--- src/rtl/flash_op_seq.sv ---
// Flash operation sequencer: stages command/address/payload bytes into the
// serializer FIFO, then drives the SPI transaction controller, with WREN and WIP polling.
module flash_op_seq #(
    parameter int unsigned SSIZE    = 1,
    parameter logic [15:0] POLL_MAX = 16'hFFFF
) (
    input  logic        wr_clk,
    input  logic        wr_rst_n,
    input  logic        op_valid,
    output logic        op_ready,
    input  logic [1:0]  op_code,
    input  logic [23:0] op_addr,
    input  logic [8:0]  op_len,
    input  logic [7:0]  wd_data,
    input  logic        wd_vld,
    output logic        wd_rdy,
    output logic [7:0]  tx_data,
    output logic        tx_vld,
    input  logic        tx_rdy,
    input  logic [7:0]  rx_data,
    input  logic        rx_vld,
    output logic        request,
    output logic [2:0]  req_cmd,
    output logic [23:0] req_len,
    output logic [23:0] req_wr_len,
    input  logic        busy,
    input  logic        finish,
    output logic [7:0]  status_byte,
    output logic        op_done,
    output logic        op_err
);

    localparam int unsigned SH = (SSIZE == 4) ? 2 : (SSIZE == 2) ? 1 : 0;

    localparam logic [1:0] OP_READ = 2'b00;
    localparam logic [1:0] OP_PP   = 2'b01;
    localparam logic [1:0] OP_SE   = 2'b10;
    localparam logic [1:0] OP_RDSR = 2'b11;

    localparam logic [2:0] CMD_WR = 3'b000;
    localparam logic [2:0] CMD_RD = 3'b010;

    typedef enum logic [3:0] {
        S_IDLE, S_WREN_LOAD, S_WREN_REQ, S_WREN_WAIT, S_HDR_LOAD, S_PAYLOAD,
        S_MAIN_REQ, S_MAIN_WAIT, S_POLL_LOAD, S_POLL_REQ, S_POLL_WAIT, S_DONE
    } state_t;

    state_t      state_q, state_d;
    logic [1:0]  code_q, code_d;
    logic [23:0] addr_q, addr_d;
    logic [8:0]  len_q, len_d;
    logic [1:0]  idx_q, idx_d;
    logic [8:0]  cnt_q, cnt_d;
    logic [15:0] poll_q, poll_d;
    logic        tx_vld_q, tx_vld_d;
    logic [7:0]  tx_data_q, tx_data_d;
    logic        op_ready_q, op_ready_d;
    logic        request_q, request_d;
    logic [2:0]  req_cmd_q, req_cmd_d;
    logic [23:0] req_len_q, req_len_d;
    logic [23:0] req_wr_len_q, req_wr_len_d;
    logic [7:0]  status_q, status_d;
    logic        op_done_q, op_done_d;
    logic        op_err_q, op_err_d;
    logic [7:0]  rx_st;
    logic [1:0]  hdr_last;

    // Byte count to SCK cycles on the configured lane width.
    function automatic logic [23:0] sck(input logic [9:0] nbytes);
        return 24'({nbytes, 3'b000} >> SH);
    endfunction

    function automatic logic [7:0] hdr_byte(input logic [1:0] code, input logic [23:0] addr,
                                            input logic [1:0] idx);
        logic [7:0] b;
        case (idx)
            2'd1:    b = addr[23:16];
            2'd2:    b = addr[15:8];
            2'd3:    b = addr[7:0];
            default: begin
                case (code)
                    OP_READ: b = 8'h03;
                    OP_PP:   b = 8'h02;
                    OP_SE:   b = 8'h20;
                    default: b = 8'h05;
                endcase
            end
        endcase
        return b;
    endfunction

    // Status seen this cycle: a byte arriving alongside finish must still count.
    assign rx_st    = rx_vld ? rx_data : status_q;
    assign hdr_last = (code_q == OP_RDSR) ? 2'd0 : 2'd3;

    always_comb begin
        state_d      = state_q;
        code_d       = code_q;
        addr_d       = addr_q;
        len_d        = len_q;
        idx_d        = idx_q;
        cnt_d        = cnt_q;
        poll_d       = poll_q;
        tx_vld_d     = tx_vld_q;
        tx_data_d    = tx_data_q;
        request_d    = 1'b0;
        req_cmd_d    = req_cmd_q;
        req_len_d    = req_len_q;
        req_wr_len_d = req_wr_len_q;
        status_d     = status_q;
        op_done_d    = 1'b0;
        op_err_d     = 1'b0;

        case (state_q)
            S_IDLE: begin
                if (op_valid && op_ready_q) begin
                    code_d  = op_code;
                    addr_d  = op_addr;
                    len_d   = (op_len == 9'd0) ? 9'd256 : op_len;
                    idx_d   = 2'd0;
                    cnt_d   = 9'd0;
                    poll_d  = 16'd0;
                    state_d = (op_code == OP_PP || op_code == OP_SE) ? S_WREN_LOAD : S_HDR_LOAD;
                end
            end
            S_WREN_LOAD: begin
                if (!tx_vld_q) begin
                    tx_vld_d  = 1'b1;
                    tx_data_d = 8'h06;
                end else if (tx_rdy) begin
                    tx_vld_d = 1'b0;
                    state_d  = S_WREN_REQ;
                end
            end
            S_WREN_REQ: begin
                if (!busy) begin
                    request_d    = 1'b1;
                    req_cmd_d    = CMD_WR;
                    req_len_d    = sck(10'd1);
                    req_wr_len_d = sck(10'd1);
                    state_d      = S_WREN_WAIT;
                end
            end
            S_WREN_WAIT: begin
                if (finish) state_d = S_HDR_LOAD;
            end
            S_HDR_LOAD: begin
                if (!tx_vld_q) begin
                    tx_vld_d  = 1'b1;
                    tx_data_d = hdr_byte(code_q, addr_q, idx_q);
                end else if (tx_rdy) begin
                    if (idx_q == hdr_last) begin
                        tx_vld_d = 1'b0;
                        state_d  = (code_q == OP_PP) ? S_PAYLOAD : S_MAIN_REQ;
                    end else begin
                        idx_d     = idx_q + 2'd1;
                        tx_data_d = hdr_byte(code_q, addr_q, idx_q + 2'd1);
                    end
                end
            end
            S_PAYLOAD: begin
                if (wd_vld && tx_rdy) begin
                    cnt_d = cnt_q + 9'd1;
                    if (cnt_q == len_q - 9'd1) state_d = S_MAIN_REQ;
                end
            end
            S_MAIN_REQ: begin
                if (!busy) begin
                    request_d = 1'b1;
                    state_d   = S_MAIN_WAIT;
                    case (code_q)
                        OP_READ: begin
                            req_cmd_d    = CMD_RD;
                            req_wr_len_d = sck(10'd4);
                            req_len_d    = sck(10'(len_q) + 10'd4);
                        end
                        OP_PP: begin
                            req_cmd_d    = CMD_WR;
                            req_wr_len_d = sck(10'(len_q) + 10'd4);
                            req_len_d    = sck(10'(len_q) + 10'd4);
                        end
                        OP_SE: begin
                            req_cmd_d    = CMD_WR;
                            req_wr_len_d = sck(10'd4);
                            req_len_d    = sck(10'd4);
                        end
                        default: begin
                            req_cmd_d    = CMD_RD;
                            req_wr_len_d = sck(10'd1);
                            req_len_d    = sck(10'd2);
                        end
                    endcase
                end
            end
            S_MAIN_WAIT: begin
                if (rx_vld && code_q == OP_RDSR) status_d = rx_data;
                if (finish) begin
                    if (code_q == OP_READ || code_q == OP_RDSR) begin
                        op_done_d = 1'b1;
                        state_d   = S_DONE;
                    end else begin
                        state_d = S_POLL_LOAD;
                    end
                end
            end
            S_POLL_LOAD: begin
                if (!tx_vld_q) begin
                    tx_vld_d  = 1'b1;
                    tx_data_d = 8'h05;
                end else if (tx_rdy) begin
                    tx_vld_d = 1'b0;
                    state_d  = S_POLL_REQ;
                end
            end
            S_POLL_REQ: begin
                if (!busy) begin
                    request_d    = 1'b1;
                    req_cmd_d    = CMD_RD;
                    req_wr_len_d = sck(10'd1);
                    req_len_d    = sck(10'd2);
                    state_d      = S_POLL_WAIT;
                end
            end
            S_POLL_WAIT: begin
                status_d = rx_st;
                if (finish) begin
                    if (!rx_st[0]) begin
                        op_done_d = 1'b1;
                        state_d   = S_DONE;
                    end else if (poll_q == 16'(POLL_MAX - 16'd1)) begin
                        op_done_d = 1'b1;
                        op_err_d  = 1'b1;
                        state_d   = S_DONE;
                    end else begin
                        poll_d  = poll_q + 16'd1;
                        state_d = S_POLL_LOAD;
                    end
                end
            end
            S_DONE:  state_d = S_IDLE;
            default: state_d = S_IDLE;
        endcase

        op_ready_d = (state_d == S_IDLE) && !busy;
    end

    always_ff @(posedge wr_clk or negedge wr_rst_n) begin
        if (!wr_rst_n) begin
            state_q      <= S_IDLE;
            code_q       <= 2'd0;
            addr_q       <= 24'd0;
            len_q        <= 9'd0;
            idx_q        <= 2'd0;
            cnt_q        <= 9'd0;
            poll_q       <= 16'd0;
            tx_vld_q     <= 1'b0;
            tx_data_q    <= 8'd0;
            op_ready_q   <= 1'b0;
            request_q    <= 1'b0;
            req_cmd_q    <= 3'd0;
            req_len_q    <= 24'd0;
            req_wr_len_q <= 24'd0;
            status_q     <= 8'd0;
            op_done_q    <= 1'b0;
            op_err_q     <= 1'b0;
        end else begin
            state_q      <= state_d;
            code_q       <= code_d;
            addr_q       <= addr_d;
            len_q        <= len_d;
            idx_q        <= idx_d;
            cnt_q        <= cnt_d;
            poll_q       <= poll_d;
            tx_vld_q     <= tx_vld_d;
            tx_data_q    <= tx_data_d;
            op_ready_q   <= op_ready_d;
            request_q    <= request_d;
            req_cmd_q    <= req_cmd_d;
            req_len_q    <= req_len_d;
            req_wr_len_q <= req_wr_len_d;
            status_q     <= status_d;
            op_done_q    <= op_done_d;
            op_err_q     <= op_err_d;
        end
    end

    // Payload bytes stream straight through from the write-data port.
    assign tx_vld      = (state_q == S_PAYLOAD) ? wd_vld  : tx_vld_q;
    assign tx_data     = (state_q == S_PAYLOAD) ? wd_data : tx_data_q;
    assign wd_rdy      = (state_q == S_PAYLOAD) && tx_rdy;
    assign op_ready    = op_ready_q;
    assign request     = request_q;
    assign req_cmd     = req_cmd_q;
    assign req_len     = req_len_q;
    assign req_wr_len  = req_wr_len_q;
    assign status_byte = status_q;
    assign op_done     = op_done_q;
    assign op_err      = op_err_q;

endmodule
--- config.mk ---
export PLATFORM = sky130hd
export DESIGN_NAME = flash_op_seq
export DESIGN_NICKNAME = d
export VERILOG_FILES = /design/src/rtl/flash_op_seq.sv
export SDC_FILE = /design/constraint.sdc
export NUM_CORES = 1
export LEC_CHECK = 0
export CAP_MARGIN = 0
export CORE_MARGIN = 2
export CORE_UTILIZATION = 52
export DETAILED_ROUTE_END_ITERATION = 12
export GPL_TIMING_DRIVEN = 0
export PLACE_DENSITY = 0.81
export RECOVER_POWER = 100
export SYNTH_ARGS = -nofsm -noshare
export SYNTH_HDL_FRONTEND = slang
export SYNTH_SLANG_ARGS = --single-unit
--- constraint.sdc ---
create_clock -name wr_clk -period 2.8 [get_ports wr_clk]
set_input_delay 0.56 -clock wr_clk [delete_from_list [all_inputs] [get_ports wr_clk]]
set_output_delay 0.56 -clock wr_clk [all_outputs]
set_load 0.01 [all_outputs]
==> metrics.yaml <==
synthesis:
  postSynthCellCount: 669
  yosysWarnings: 0
  top_cells_by_area_in_the_synthesized_netlist: "sky130_fd_sc_hd__dfrtp_1 44%, sky130_fd_sc_hd__nand2_1 8.1%, sky130_fd_sc_hd__buf_4 4.2%, sky130_fd_sc_hd__mux2_2 3.6%, sky130_fd_sc_hd__ha_1 3.4%"
  asyncSetResetFlopFracSynth_pct: 100.0
  synthFlopType: "sky130_fd_sc_hd__dfrtp_1"
  ys_top_cells_by_count: "134 x sky130_fd_sc_hd__nand2_1, 108 x sky130_fd_sc_hd__dfrtp_1, 39 x sky130_fd_sc_hd__o21ai_0, 35 x sky130_fd_sc_hd__buf_4, 26 x sky130_fd_sc_hd__a21oi_1"
  ys_ff_latch: 108
  syn_area_um2: 6188
  synth-edff-count: 0
  synth_sequential_area_ratio_pct: 43.67
  average_cell_area_after_synthesis_um2: 9.250
  synth_cell_types: 70
  synth_area_leader_cell: "sky130_fd_sc_hd__dfrtp_1"
  synth_largest_type_area_fraction_pct: 43.67
  synthMostInstantiatedCell: "sky130_fd_sc_hd__nand2_1"
global_routing:
  globalRouteOverflowTotal: 0
  grt_first_pass_wirelength_um: 26650
  grt_overall_usage_pct: 25.98
  via_count_of_the_first_global_routing_pass: 5498
  antenna_found_initial: 0
  maximum_number_of_pins_on_one_net_before_global_route_repair: 75
cts:
  h-tree-depth: 3
  clkSinkCount: 108
  number_of_buffers_created_by_cts: 9
  clk-insertion-delay-late_ns: 0.36
  clock_tree_from_tritoncts: "done"
  cts.clk_slew.worst_paths_ns: 0.07
  clockBufferDepth: 2
  ctsRootBufferMaster: "sky130_fd_sc_hd__clkbuf_16"
finish:
  fillCellCount: 914
  diodes: 0
  drive_above_1_share_pct: 12.13
  final_util_pct: 68.02
  stdcell_area_um2: 7834
  area_growth_pct: 26.59
  seqCellArea_um2: 2704
  multi_input_area_um2: 3134
  num-nets-final: 887
hold_path:
  hp-start: "req_wr_len[10]"
  worst_min_delay_path_category: "flop to flop"
routing:
  drtIter0Drc: 569
  drc: 4
  ant_nets: 0
  firstDrtPassIters: 10
  routed_via_density: 5.764
  route.detailed.wl_per_inst_um: 16.87
  vias: 5528
  drt_wl_total_um: 16180
run_status:
  status: "finished with violations"
  failed_checks: "DRC, capacitance limit, slew limit"
timing:
  period_share_pct: 95.88
  grt_setup_unrepaired: "false"
  finalMaxSlewViolations: 36
  report.final.setup_viol: 0
  clock.fmax_ghz: 0.3725
  max_slew.worst_pin.slew_ns: 1.887
  hold_violations: 0
  worst_slew_margin_rel_pct: -25.81
  finClkSkew_ns: 0.01245
  finalWorstSetupSlack_ns: 0.1153
  finalWorstPathRequiredPeriod_ns: 2.685
power_and_ir_drop:
  total_power_per_unit_cell_area_nw_per_um2: 880.8
  static-leakage-power_nw: 3.556
  ir_drop_uv: 680.2
setup_path:
  critical_path.startpoint_type: "flop"
  rrSetupSlack_ns: 0.48
  worstSetupEndpoint: "tx_vld"
  worst_r2r_path_depth: 6
  setup.worst_path.class: "flop to output pin"
  critical_path.reg2reg.startpoint: "code_q[1]"
  regToRegEndpoint: "tx_data_q[5]"
  critPathRequiredTime_ns: 2.24
  critical_path_peak_fanout: 10
  cp_data_arrival_time_ns: 2.12
  startpoint: "state_q[3]"
  critical_path.endpoint_type: "output pin"
placement:
  dpl_worst_slack_ns: -0.1688
  place_hpwl_um: 12170
  dpl_cell_area_um2: 7502
  weighted_congestion_reported_at_the_end_of_routability_driven_placement: 0.9113
  buffer_ports.inserted: 100
floorplan:
  core_area_um2: 11520
  die_width_um: 113.1
  boundaryPins: 132
  std_cell_rows: 39
  die_height_um: 113.1
  initial_utilization_pct: 53.74
  design.die.area_um2: 12790
job:
  drv.max_cap_violation_count: 1
layer usage:
layer | routed length [um] | global-route usage (%)
met3 | 1212 | 6.749
met2 | 7938 | 43.15
met1 | 6508 | 32.61
met5 | 0 | 0
met4 | 522 | 10.24
how the worst min path moves through the flow:
stage	cells after the start	slack, ns	to
floorplan	0	0.26	addr_q[0]
global placement	2	0.47	req_wr_len[10]
detailed placement	2	0.48	req_wr_len[4]
CTS	1	0.17	poll_q[9]
global route	1	0.53	status_byte[7]
finish	2	0.49	req_wr_len[10]
sequential cells by signal, summed over array words and instances (netlist names), 2 cells and up:
register / flops
len_q: 9
idx_q: 2
req_wr_len: 10
state_q: 4
cnt_q: 9
addr_q: 24
code_q: 2
status_byte: 8
poll_q: 16
req_len: 10
tx_data_q: 8
power breakdown:
group	total (mW)	switching (mW)	internal (mW)
logic	3.04	1.62	1.42
registers	2.48	0.447	2.03
clock network	1.38	0.592	0.785
total	6.90	2.66	4.24
per-stage QoR:
step | power [mW] | std cells | TNS (ns) | hold WS (ns)
floorplan | 4.326 | 698 | 0 | 0.2644
global placement | 5.352 | 941 | -294.48 | 0.4685
detailed placement | 5.480 | 942 | -0.3515 | 0.4756
CTS | 6.886 | 959 | 0 | 0.1713
global route | 7.335 | 959 | 0 | 0.5277
finish | 6.900 | 959 | 0 | 0.4870
layout make-up:
type / instances / area share (%)
inverter: 16 / 0.7667
clock inverter: 6 / 1.134
timing repair buffer: 104 / 13.16
sequential: 108 / 34.52
tap: 143 / 2.284
multi-input combinational: 508 / 40.01
clock buffer: 10 / 2.923
buffer: 64 / 5.207
cell usage in the layout (no fill, tap or decap), drive strengths merged, types with 8 or more instances in the layout:
master,count
buf,48
nand3,20
nor3,15
a22oi,10
mux2,20
a21oi,27
xnor2,8
dfrtp,108
nor2,25
conb,30
nand2,134
o31ai,10
nand4,10
a22o,11
xor2,19
or3,11
clkdlybuf4s50,98
inv,15
and2,12
o21ai,39
ha,17
clkbuf,31
repair_timing:
action,CTS,global route
buffers inserted,1,2
gates resized for setup,3,3
endpoints found under the setup margin,2,2
pin swaps,0,1
hold buffers,0,0
cell families (layout without fill, tap and decap cells):
family,after synthesis,after routing,synth area share [%]
other,1,30,0.06060
adders and majority gates,17,17,3.437
AOI/OAI and AO/OA,137,137,15.08
and+or+nand+nor,273,273,21.98
buffers and inverters,82,200,7.662
xor gates and xnor gates,27,27,3.821
muxes,24,24,4.286
DFF,108,108,43.67
critical path, stage by stage, from the launching register on:
cell and delay [ns]:
sky130_fd_sc_hd__dfrtp_1 0.39, sky130_fd_sc_hd__buf_4 0.19, sky130_fd_sc_hd__nand2b_2 0.24, sky130_fd_sc_hd__nor3b_4 0.26, sky130_fd_sc_hd__nand2_1 0.07, sky130_fd_sc_hd__o21ai_0 0.07, sky130_fd_sc_hd__clkdlybuf4s50_1 0.55
Note: power is estimated with default switching activity, not from simulation.
==> edit 1, RTL diff (same settings) <==
Put one more register stage on the output `status_byte`, with the module's reset. The value now appears one clock later. The other outputs are not delayed to match.
--- a/src/rtl/flash_op_seq.sv
+++ b/src/rtl/flash_op_seq.sv
@@ -293,7 +293,13 @@
     assign req_cmd     = req_cmd_q;
     assign req_len     = req_len_q;
     assign req_wr_len  = req_wr_len_q;
-    assign status_byte = status_q;
+    always_ff @(posedge wr_clk or negedge wr_rst_n) begin
+        if (!wr_rst_n) begin
+            status_byte <= '0;
+        end else begin
+            status_byte <= status_q;
+        end
+    end
     assign op_done     = op_done_q;
     assign op_err      = op_err_q;
 
Formal check against the unedited RTL: not equivalent (a bounded check fails within 10 cycles, from zero or initial values and one cycle with wr_rst_n low).
==> edit 1 against the original RTL <==
  * The flow finishes with violations (capacitance limit, slew limit)
  * Via count up 4.5%
  * Die area up 4.9%
  * Final area up 6.8%
  * Maximum frequency down 1.6%
  * Setup slack worse by 0.045 ns
  * Global-route usage up 1.0 points
  * Routed wire length up 7.4%
  * Sequential cell count up 8
  * Area after synthesis up 5.1%
  * Power up 16%
  * Largest power group unchanged
  * Highest routed layer unchanged
==> edit 1: results (changes against the original RTL) <==
Detailed routing
  • DRT Pass-1 Iters: 7 (-3)
  • Post-DR vias/cell: 5.66 (-1.8%)
  • DR iter-0 viols: 664 (+17%)
  • Detailed Route WL: 17.4 mm (+7.4%)

STA
  • Slew @ Worst Pin: 1.76 ns (-0.127 ns)
  • Layout Skew: 0.00869 ns (-0.00377 ns)
  • Final Max Slew Viols: 73 (+100%)

Yosys
  • Area contributors post-synth: dfrtp_1, nand2_1, buf_4
  • Ys Warns: 0 (unchanged)
  • Commonest cells in the netlist: nand2_1, dfrtp_1, o21ai_0
  • Post-synthesis sequential area ratio: 44.6% (+0.97 points)
  • Asr flop ratio synth: 100% (unchanged)
  • Synth cell types: 66 (-5.7%)

Placement
  • Hpwl dp: 12.8 mm (+5.0%)
  • GPL Wtd Cong: 0.933 (+2.4%)
  • Buffers on Ports: 99 (-1.0%)

Global route
  • Pin count of the biggest net entering global routing: 73 (-2.7%)
  • Initial antenna violation count: 0 (unchanged)
  • Via count of the first global-routing pass: 5471 (-0.49%)
  • Tot GR Track Use: 27.0% (+1.0 points)
  • First-pass GRT wire length: 27.7 mm (+3.9%)

Critical path
  • Worst R2R Setup Slack: 0.20 ns (-0.28 ns)
  • CP arrival: 2.17 ns (+0.05 ns)
  • R2R depth: 7 (+1)
  • R2R Path End: poll_q[6]
  • Critical R2R Launch: state_q[1]
  • CP startpoint: state_q[3]
  • End of the critical path: tx_data[0]

Clock tree
  • H-Tree Depth: 4 (+1)
  • Root buf cell: clkbuf_16
  • Number of buffers created by CTS: 17 (+8)
  • Skew-Pair Late Insertion Delay: 0.43 ns (+0.07 ns)
  • Clock slew at reported path FFs: 0.05 ns (-0.02 ns)

Layout
  • Largest register FFs: 24 (unchanged)
  • # nets final: 918 (+3.5%)
  • Filler Cell Count: 975 (+6.7%)
  • Share of layout cells above drive strength 1: 11.6% (-0.53 points)

Hold path
  • HP Start: status_q[2]
  • Worst hold path class: reg -> reg

Outcome
  • Violated checks: capacitance limit, slew limit
  • Status: finished with violations

Flow run
  • Maxcap violations: 1 (unchanged)

Power
  • LEAKAGE: 3.90 nW (+9.6%)
  • Worst vdd ir: 0.493 mV (-27%)
==> edit 1: changes by cell type after synthesis, moves of 5 or more <==
cell       change
a222oi_1       +7
inv_1          +8
dfrtp_1        +8
a211oi_1       +7
nand2_1        +6
o2111ai_1      +5
a22oi_1        -6
nor2_1         +7
nand2b_1       +5
xnor2_1        +7
and2_1        -10
o31ai_1        -6
==> edit 1: kinds of logic (layout without fill, tap and decap cells) <==
family | after synthesis | count (layout) | share of synthesized area [%]
AO/OA/AOI/OAI | 143 | 143 | 16.3
XOR/XNOR | 31 | 31 | 4.39
adder cells (fa/ha/maj) | 17 | 17 | 3.27
buffers and inverters | 94 | 225 | 7.83
flip-flops | 116 | 116 | 44.6
multiplexers | 24 | 24 | 4.00
other | 1 | 30 | 0.0577
AND/OR/NAND/NOR | 267 | 267 | 19.5
==> edit 1: what timing repair did <==
item / in CTS / in global routing
gates cloned: 0 / 0
buffers inserted: 0 / 1
gates resized for setup: 9 / 3
endpoints found under the setup margin: 5 / 5
==> edit 1: critical path: stages, from the launching register on <==
cell and delay, ns:
dfrtp_1 0.37, buf_6 0.13, and4bb_1 0.26, buf_6 0.16
mux2_2 0.35, clkdlybuf4s50_1 0.48
==> edit 1: layout make-up <==
| class | instances | area [µm²] | share of cell area [%] |
|---|---|---|---|
| tap | 168 | 210 | 2.51 |
| multi-input combinational | 512 | 3190 | 38.1 |
| buffer | 71 | 422 | 5.04 |
| timing repair buffer | 101 | 993 | 11.9 |
| clock inverter | 5 | 75.1 | 0.897 |
| sequential | 116 | 2900 | 34.7 |
| inverter | 23 | 86.3 | 1.03 |
| clock buffer | 25 | 485 | 5.80 |
==> edit 1: how the worst min path moves through the flow <==
stage	endpoint	slack (ns)	cells after the start
6_report	status_byte[2]	0.37	0
5_1_grt	status_byte[4]	0.39	0
4_1_cts	poll_q[13]	0.31	1
3_5_place_dp	status_byte[2]	0.36	0
3_3_place_gp	status_byte[3]	0.35	0
2_1_floorplan	addr_q[0]	0.26	0
==> edit 1: stage by stage <==
stage	setup WS (ns)	hold slack (ns)	cells	cell area (µm²)	total power, mW
3_5_place_dp	0.0238	0.364	990	7830	5.93
5_1_grt	0.00353	0.389	1021	8370	8.45
4_1_cts	0.00938	0.306	1020	8400	8.04
3_3_place_gp	-3.09	0.354	989	7810	5.80
2_1_floorplan	0.838	0.264	722	6610	4.66
6_report	0.0704	0.372	1021	8370	7.99
==> edit 1: routing by layer <==
metal / vias up / routed length (µm) / track usage (%)
met3: 27 / 1360 / 7.74
met2: 252 / 8200 / 42.9
met4: 0 / 315 / 9.29
met5: - / 0 / 0
met1: 2794 / 7490 / 35.7
li1: 2705 / - / -
==> edit 1: where the power goes <==
part           total, mW  switching [mW]  internal, mW
Clock               2.09           0.725          1.36
Sequential          2.70           0.471          2.23
Combinational       3.20            1.80          1.40
==> edit 2, RTL diff (same settings) <==
Made on the original files. The parameter `POLL_MAX` goes from 16'hFFFF to 16'h7FFF.
--- a/src/rtl/flash_op_seq.sv
+++ b/src/rtl/flash_op_seq.sv
@@ -2,7 +2,7 @@
 // serializer FIFO, then drives the SPI transaction controller, with WREN and WIP polling.
 module flash_op_seq #(
     parameter int unsigned SSIZE    = 1,
-    parameter logic [15:0] POLL_MAX = 16'hFFFF
+    parameter logic [15:0] POLL_MAX = 16'h7FFF
 ) (
     input  logic        wr_clk,
     input  logic        wr_rst_n,
Function: same outputs for any inputs over 10 cycles, from zero or initial values and one cycle with wr_rst_n low; that may be too few to reach the edited logic, so the function may still have changed.
==> edit 2 against the original RTL <==
  * Final area is 2.2% lower
  * Power decreased by 4.6%
  * Sequential cell count unchanged
  * Setup slack got worse by 0.040 ns
  * Routed wire length shrank 0.72%
  * Via count shrank 2.7%
  * Count of clock-buffer cells in the layout unchanged
  * Global-route usage about the same
  * Area after synthesis shrank 1.2%
  * Largest cell class unchanged
  * Largest power group unchanged
==> edit 2: results (changes against the original RTL) <==
Outcome
  • Status: finished, final reports clean

Critical path
  • CP top delay family: simple AND/OR/NAND/NOR gates
  • CP startpoint: state_q[1]
  • R2R depth: 7 (+1)
  • Worst path slowest cell: nor4_1

Power
  • LEAKAGE: 3.60 nW (+1.3%)
  • Worst vdd ir: 0.566 mV (-17%)

Yosys
  • Commonest cells in the netlist: nand2_1, dfrtp_1, nor2_1
  • Synth cell types: 67 (-4.3%)
  • Share of the synthesized area in the top cell type: 44.2% (+0.54 points)
  • Post-Synth Adder-Cell Area: 3.48% (+0.042 points)
  • Post-synthesis sequential area ratio: 44.2% (+0.54 points)
  • Compound-Gate Fraction of Synth Area: 15.2% (+0.10 points)
  • Mux cell area share after synthesis: 4.75% (+0.46 points)
  • Post-Synth XOR/XNOR Area: 5.16% (+1.3 points)

Detailed routing
  • Wire per inst: 17.1 µm (+1.3%)
  • DR iter-0 viols: 515 (-9.5%)

Placement
  • Buffers on Ports: 99 (-1.0%)
  • Hpwl dp: 12.0 mm (-1.6%)
  • GPL Wtd Cong: 0.931 (+2.1%)
  • Dpl ws: -0.0993 ns (+0.0695 ns)
  • Placed cell count: 924 (-1.9%)
  • Post-DP Area: 7420 µm² (-1.1%)

STA
  • Slew @ Worst Pin: 1.27 ns (-0.619 ns)
  • Layout Skew: 0.0113 ns (-0.00112 ns)
  • PnR worst setup slack: 0.0749 ns (-0.0404 ns)
  • Hold Worst Slack: 0.458 ns (-0.0293 ns)

Global route
  • Tot GR Track Use: 26.0% (about the same)
  • Via count of the first global-routing pass: 5278 (-4.0%)
  • First-pass GRT wire length: 26.1 mm (-2.1%)

Layout
  • Share of layout cells above drive strength 1: 11.7% (-0.46 points)
  • # nets final: 868 (-2.1%)

Hold path
  • Worst hold path class: in -> async

Flow run
  • Maxcap violations: 0 (-1)
[edit 2: timing repair]
action / CTS / global route
gates resized for setup: 7 / 7
pin swaps: 1 / 0
gates cloned: 0 / 0
setup endpoints to repair: 8 / 7
buffers inserted: 1 / 0
[edit 2: where the power goes]
part / switching [mW] / internal [mW]
clock network: 0.614 / 0.705
registers: 0.443 / 2.00
logic: 1.59 / 1.22
[edit 2: final cells by class]
class | count | area, µm²
plain buffers | 61 | 370
repair buffers | 101 | 997
fillers | 946 | 3800
clock inverters | 6 | 68.8
inverters | 16 | 60.1
clock buffers | 10 | 229
well taps | 143 | 179
flip-flops and latches | 108 | 2700
multi-input cells | 495 | 3060
[edit 2: per-layer routing]
metal | wire length (µm) | track usage [%] | up-vias
met5 | 0 | 0 | -
met4 | 371 | 8.62 | 0
met3 | 1170 | 6.37 | 35
met2 | 7640 | 42.4 | 259
met1 | 6890 | 34.3 | 2573
li1 | - | - | 2509
